**src/rtl/emu_clock_ctrl.sv**
```systemverilog
// ---------------------------------------------------------------------------
// emu_clock_ctrl : run-control FSM producing the model tick enable (rev 1.0)
// ---------------------------------------------------------------------------
`default_nettype none

module emu_clock_ctrl #(
  parameter int unsigned CNT_WIDTH  = 64,
  parameter int unsigned STEP_WIDTH = 32,
  parameter int unsigned PAUSE_SRC  = 4
) (
  input  logic                  clock_i,
  input  logic                  resetn_i,
  input  logic                  cmd_valid_i,
  output logic                  cmd_ready_o,
  input  logic [1:0]            cmd_op_i,
  input  logic [STEP_WIDTH-1:0] cmd_steps_i,
  input  logic                  abort_i,
  input  logic [PAUSE_SRC-1:0]  pause_req_i,
  output logic                  tick_o,
  output logic                  running_o,
  output logic [STEP_WIDTH-1:0] steps_left_o,
  output logic [CNT_WIDTH-1:0]  cycle_count_o,
  output logic                  done_pulse_o
);

  typedef enum logic [1:0] {
    ST_IDLE = 2'd0,
    ST_RUN  = 2'd1,
    ST_STEP = 2'd2
  } state_e;

  localparam logic [1:0] OP_STOP  = 2'd0;
  localparam logic [1:0] OP_RUN   = 2'd1;
  localparam logic [1:0] OP_STEP  = 2'd2;
  localparam logic [1:0] OP_CLEAR = 2'd3;

  state_e                state_q, state_d;
  logic [STEP_WIDTH-1:0] steps_q, steps_d;
  logic [CNT_WIDTH-1:0]  count_q, count_d;
  logic                  done_q, done_d;
  logic                  running_q;

  logic                  active_w;
  logic                  tick_w;
  logic                  ready_w;
  logic                  accept_w;

  // tick is purely combinational so a pause or abort stalls the model in the
  // very cycle it is raised.
  assign active_w = (state_q == ST_RUN) || (state_q == ST_STEP);
  assign tick_w   = active_w && !(|pause_req_i) && !abort_i;
  assign ready_w  = (state_q != ST_STEP);
  assign accept_w = cmd_valid_i && ready_w;

  always_comb begin
    state_d = state_q;
    steps_d = steps_q;
    count_d = count_q;
    done_d  = 1'b0;

    if (abort_i) begin
      state_d = ST_IDLE;
      steps_d = '0;
    end else begin
      if (tick_w) begin
        count_d = count_q + CNT_WIDTH'(1);
        if (state_q == ST_STEP) begin
          steps_d = steps_q - STEP_WIDTH'(1);
          if (steps_q == STEP_WIDTH'(1)) begin
            state_d = ST_IDLE;
            done_d  = 1'b1;
          end
        end
      end

      // Commands are only accepted outside STEP, so they never collide with
      // the step-completion path above.
      if (accept_w) begin
        case (cmd_op_i)
          OP_STOP: state_d = ST_IDLE;
          OP_RUN:  state_d = ST_RUN;
          OP_STEP: begin
            if (cmd_steps_i != '0) begin
              state_d = ST_STEP;
              steps_d = cmd_steps_i;
            end else begin
              state_d = ST_IDLE;
              steps_d = '0;
              done_d  = 1'b1;
            end
          end
          OP_CLEAR: count_d = '0;
          default:  state_d = state_q;
        endcase
      end
    end
  end

  always_ff @(posedge clock_i or negedge resetn_i) begin
    if (!resetn_i) begin
      state_q   <= ST_IDLE;
      steps_q   <= '0;
      count_q   <= '0;
      done_q    <= 1'b0;
      running_q <= 1'b0;
    end else begin
      state_q   <= state_d;
      steps_q   <= steps_d;
      count_q   <= count_d;
      done_q    <= done_d;
      running_q <= active_w;
    end
  end

  assign tick_o        = tick_w;
  assign cmd_ready_o   = ready_w;
  assign running_o     = running_q;
  assign steps_left_o  = steps_q;
  assign cycle_count_o = count_q;
  assign done_pulse_o  = done_q;

endmodule

`default_nettype wire

```
**config.mk**
```make
export PLATFORM = sky130hd
export DESIGN_NAME = emu_clock_ctrl
export DESIGN_NICKNAME = d
export VERILOG_FILES = /design/src/rtl/emu_clock_ctrl.sv
export SDC_FILE = /design/constraint.sdc
export NUM_CORES = 1
export LEC_CHECK = 0
export ABC_AREA = 1
export ABC_CLOCK_PERIOD_IN_PS = 2600
export BUFFER_PORTS_ARGS = -buffer_cell sky130_fd_sc_hd__buf_2
export CAP_MARGIN = 0
export CORE_ASPECT_RATIO = 0.75
export CORE_MARGIN = 2
export CORE_UTILIZATION = 48
export CTS_CLUSTER_SIZE = 28
export DETAILED_ROUTE_END_ITERATION = 16
export PLACE_DENSITY_LB_ADDON = 0.25
export SYNTH_ARGS = -nofsm -noshare
export SYNTH_HDL_FRONTEND = slang
export SYNTH_SLANG_ARGS = --single-unit
```
**constraint.sdc**
```tcl
create_clock -name clock_i -period 2.6 [get_ports clock_i]
set_input_delay 0 -clock clock_i [delete_from_list [all_inputs] [get_ports clock_i]]
set_output_delay 0 -clock clock_i [all_outputs]
set_load 0.01 [all_outputs]
```
Yosys cells after proc, flatten, opt, wreduce, memory -nomap -nowiden:

Cells that the tools add are included.

* add/subtract/negate cells: 2
* equality and inequality tests: 7
* multiplexer cells: 23
* reduce and logical (&&, ||, !) cells: 9

Operators by type and width (count)
* $mux W32: 6
* $mux W64: 3
* $add A64 B1 Y64 const B: 1
* $eq A32 B1 Y1 const B: 1
* $reduce_bool A32 Y1: 1
* $sub A32 B1 Y32 const B: 1
* $mux W2: 6
* $mux W1: 7
* $eq A2 B2 Y1 const B: 3
* $pmux W2 S3: 1
* $eq A2 B1 Y1 const B: 2
* $reduce_or A4 Y1: 1
* $logic_and A1 B1 Y1: 3
* $logic_not A1 Y1: 2
* $logic_not A2 Y1: 1
* $ne A2 B2 Y1 const B: 1
* $logic_or A1 B1 Y1: 1

* register bits after elaboration: 100
* input bits: 42
* output and inout port bits: 100
* logic and storage cells: 46

Logic depth before layout (Yosys ltp):

* depth in word-level cells: 9
* gate-level depth with buffers: 12
* depth with buffers taken out: 12

Worst setup path before layout:

OpenSTA, ideal clock, no wires.

* path kind: register to register
* start point: register state_q[0]
* end point: register count_q[61], in the netlist cycle_count_o[61]
* library setup time: 0.119 ns
* arrival: 1.707 ns
* data required time: 2.481 ns
* slack: 0.774 ns
* stages on the path, launching flop included: 10
* clock period less this slack: 1.826 ns
* path through: dfrtp_1 inv_1 ha_1 nor2_2 nand3_4 buf_2 nor4_1 nand3_1 nand2_1 nor2_1

* cells in the longest elaborated chain, start to end: 7
* elaborated cells between the ends (all ways): 10
* those cells by class: eq/ne: 3; mux: 3; reduce/logical: 4

RTL lines
* from (decl): RTL line 37 `state_e state_q, state_d;`
* from (signal assigned): RTL line 107 `state_q <= state_d;`
* $eq A2 B1 Y1 / $eq A2 B2 Y1 (equally long branches): RTL line 50 `assign active_w = (state_q == ST_RUN) || (state_q == ST_STEP);`
* $logic_or A1 B1 Y1: RTL line 50
* $logic_and A1 B1 Y1 (2 in a row): RTL line 51 `assign tick_w = active_w && !(|pause_req_i) && !abort_i;`
* $mux W64: RTL line 65 `if (tick_w) begin`
* $mux W64: RTL line 79 `case (cmd_op_i)`
* $mux W64 (*): RTL line 78 `if (accept_w) begin`
* to (signal assigned): RTL line 109 `count_q <= count_d;`
* to (decl): RTL line 39 `logic [CNT_WIDTH-1:0] count_q, count_d;`

Mark *: on every way between the ends. The rest lies on a longest branch, timed or not.
A chain may end at the register's enable or synchronous reset.

Final worst setup path:

* start point: register state_q[1]
* end point: register steps_q[27], in the netlist steps_left_o[27]

* cells in the longest elaborated chain, start to end: 8
* elaborated cells between the ends (all ways): 12
* those cells by class: eq/ne: 3; mux: 5; reduce/logical: 4

RTL lines
* $eq A2 B1 Y1 / $eq A2 B2 Y1 (equally long branches): RTL line 50, 67
* $logic_or A1 B1 Y1: RTL line 50
* $logic_and A1 B1 Y1 (2 in a row): RTL line 51
* $mux W32: RTL line 65
* $mux W32: RTL line 79
* $mux W32 (*): RTL line 78
* $mux W32 (*): RTL line 61 `if (abort_i) begin`
* net steps_d[27]: RTL line 38 `logic [STEP_WIDTH-1:0] steps_q, steps_d;`
* to (signal assigned): RTL line 108 `steps_q <= steps_d;`
* to (decl): RTL line 38

The timed path passes the listed nets; every way through them passes the cells marked *.

==> qor.yml <==
hold_buffers: 31
drv_slew: 0
firstDrtPassIters: 5
rr_endpoint: "steps_left_o[27]"
cts_tree: "yes"
cap_violations: 0
ff2ff_path_depth: 10
crit_end: "steps_left_o[27]"
hold_viol: 0
synth_edf_count: 0
n_antenna_cell: 0
power_density_nw_per_um2: 425.3
ys_warn_count: 0
place_inst: 1349
drive_above_1_share_pct: 16.39
tightest_slew_ns: 0.5708
h-tree-depth: 3
cts_setup_buffers: 0
drt-wirelength-per-cell_um: 15.75
fin_cells: 1395
grt_usage_pct: 29.64
worstHoldStart: "cmd_op_i[1]"
clkPwrFrac_pct: 36.9
vias_per_cell: 5.426
ys_seq_area_share_pct: 37.15
clock_sinks: 100
synth-seq-cells: 100
grt_pass1_wl_mm: 35.24
place.gp.congestion: 0.9606
std_cell_rows: 37
die_area_sq_um: 15010
crit_path_end_kind: "flip-flop"
outcome: "finished clean"
cts-root-buf: "clkbuf_16"
fmax_mhz: 441.2
path_class: "flip-flop to flip-flop"
fin_setup_tns_ns: 0
worstPathRequired_ns: 2.88
drc: 0
grt.overflow.total: 0
p_comb_share_pct: 15.9
syn_avg_cell_area_sq_um: 6.495
holdWs_ns: 0.05699
skew_ns: 0.008556
fin_nets: 1262
grt_max_degree: 42
p_leak_nw: 4.345
synthFlopType: "dfrtp_1"
crit_arrival_ns: 2.55
syn_inst: 1037
core_sq_um: 13700
synth.net_count: 1083
netlist_area_sq_um: 6735
p_switching_mw: 1.068
antenna_found_initial: 0
clock_path_buffers: 2
portBuffers: 141
p_int_mw: 2.461
clkTransAtPathRegs_ns: 0.07
area_growth_pct: 23.18
die_h_um: 106.6
fillers: 1353
ys_types: 35
place_hpwl_mm: 16.80
cp-start-kind: "flip-flop"
fin_crit_ns: 2.267
hold_path.class: "primary input to flip-flop"
pin_count: 142
die_x_um: 140.8
cp-startpoint: "state_q[1]"
worstSkewPairLatency_ns: 0.35
drtIter0Drc: 735
via_count: 7569
finalPower_mw: 3.528
ir_drop_mv: 0.3422
swShare_pct: 30.26
routed_wl_mm: 21.98
rsz0062_at_grt: "no"
pwr-share-seq_pct: 47.2
cts_resized: 0
regToRegStartpoint: "state_q[1]"
regToRegSetupSlack_ns: 0.33
finalCritPeriodShare_pct: 87.18
cts_buffers: 9
antenna_left: 0
grt_pass1_vias: 6717
max_slew_margin_pct: 61.80
critPathMaxFanout: 18
start_util_pct: 49.15
async_flop_share_pct: 100.0
setup_viol: 0
-- logic make-up after synthesis --
family                     after synthesis  share of synthesized area, %
adders and majority gates                4                        0.7431
xor gates and xnor gates                16                         2.081
buffers and inverters                  151                         8.805
AOI/OAI and AO/OA                      109                         8.378
and+or+nand+nor                        657                         42.84
DFF                                    100                         37.15
-- flip-flops by register name (all words and copies together) (netlist names) --
register and cells:
steps_left_o 32, done_pulse_o 1, state_q 2, running_o 1, cycle_count_o 64
-- cell usage in the layout (no fill, tap or decap), types with 2 or more instances in the layout --
| master | instances |
|---|---|
| clkinvlp_4 | 4 |
| xnor2_1 | 5 |
| inv_2 | 5 |
| nor2_2 | 9 |
| a21oi_1 | 67 |
| ha_1 | 4 |
| nand4_1 | 33 |
| o21ai_1 | 4 |
| buf_2 | 140 |
| nor2_4 | 3 |
| buf_12 | 3 |
| inv_1 | 128 |
| nor2_1 | 199 |
| nand3_1 | 101 |
| nand2_1 | 268 |
| o21bai_1 | 4 |
| nor3_2 | 6 |
| nand3b_1 | 3 |
| clkbuf_16 | 9 |
| o21a_1 | 2 |
| nand2_2 | 2 |
| dlygate4sd3_1 | 31 |
| nor3b_1 | 5 |
| nor3_1 | 19 |
| buf_4 | 12 |
| xor2_1 | 11 |
| nor4_1 | 3 |
| dfrtp_1 | 100 |
| o21ai_0 | 30 |
-- layer usage --
| metal | vias to the layer above | GRT usage (%) | part of all wire, % | wire length, um |
|---|---|---|---|---|
| li1 | 3688 | - | - | - |
| met1 | 3497 | 47.68 | 49 | 10870 |
| met2 | 359 | 40.80 | 39 | 8631 |
| met3 | 25 | 5.940 | 10 | 2199 |
| met4 | 0 | 6.000 | 1.3 | 277 |
| met5 | - | 0 | 0 | 0 |
-- power by group through the flow --
stage / sequential [mW] / combinational, mW / clock (mW)
floorplan: 1.70 / 0.276 / 0
global placement: 1.69 / 0.514 / 0
detailed placement: 1.69 / 0.517 / 0
CTS: 1.66 / 0.555 / 1.32
global route: 1.67 / 0.627 / 1.38
finish: 1.66 / 0.562 / 1.30
-- how the worst min path moves through the flow --
stage / end / cells past startpoint
6_report: state_q[0] / 4
5_1_grt: state_q[0] / 4
4_1_cts: state_q[0] / 4
3_5_place_dp: steps_left_o[17] / 1
3_3_place_gp: steps_left_o[17] / 1
2_1_floorplan: cycle_count_o[0] / 0
-- synth_stat cells (2+ instances only) --
library cell  count  area [sq um]
nor2_1          199         747.0
o21ai_0          30         150.1
nor3_1           19         95.09
nor4_1            3         18.77
xor2_1           11         96.34
ha_1              4         50.05
nor3_2            6         60.06
buf_4             2         15.01
nor3b_1           5         37.54
a21oi_1          67         335.3
o21ai_1           4         20.02
dfrtp_1         100          2502
nand3b_1          3         22.52
nand3_1         101         505.5
o21bai_1          4         30.03
nand2_1         268          1006
nand2_2           2         12.51
nor2_2            9         56.30
inv_1           128         480.5
clkbuf_1          6         22.52
xnor2_1           5         43.79
nand4_1          33         206.5
inv_2             5         18.77
nor2_4            3         33.78
buf_2             9         45.04
o21a_1            2         15.01
-- metrics by stage --
stage	util [%]	worst slack, ns	instance area, sq um
2_1_floorplan	-	0.7735	6735
3_3_place_gp	56.27	0.4525	7711
3_5_place_dp	56.27	0.3821	7711
4_1_cts	60.55	0.3628	8297
5_1_grt	60.55	0.1169	8297
6_report	60.55	0.3333	8297
-- layout make-up --
type / count / area [sq um] / share of cell area, %
Clock buffer: 9 / 225.2 / 2.715
Clock inverter: 6 / 50.05 / 0.6032
Inverter: 133 / 499.2 / 6.017
Multi-Input combinational cell: 786 / 3640 / 43.87
Sequential cell: 100 / 2502 / 30.16
Tap cell: 175 / 219.0 / 2.639
Timing Repair Buffer: 186 / 1161 / 13.99
-- worst max-delay path, cell delays in order, from the launching register on --
cell and delay [ns]:
dfrtp_1 0.40, ha_1 0.32, nor2_2 0.19, nand3_4 0.28, nor2_4 0.32, nand3_1 0.21, inv_1 0.16, nand3_1 0.09
nand2_1 0.07, nand2_1 0.04, a21oi_1 0.11
(Power assumes the default switching activity.)
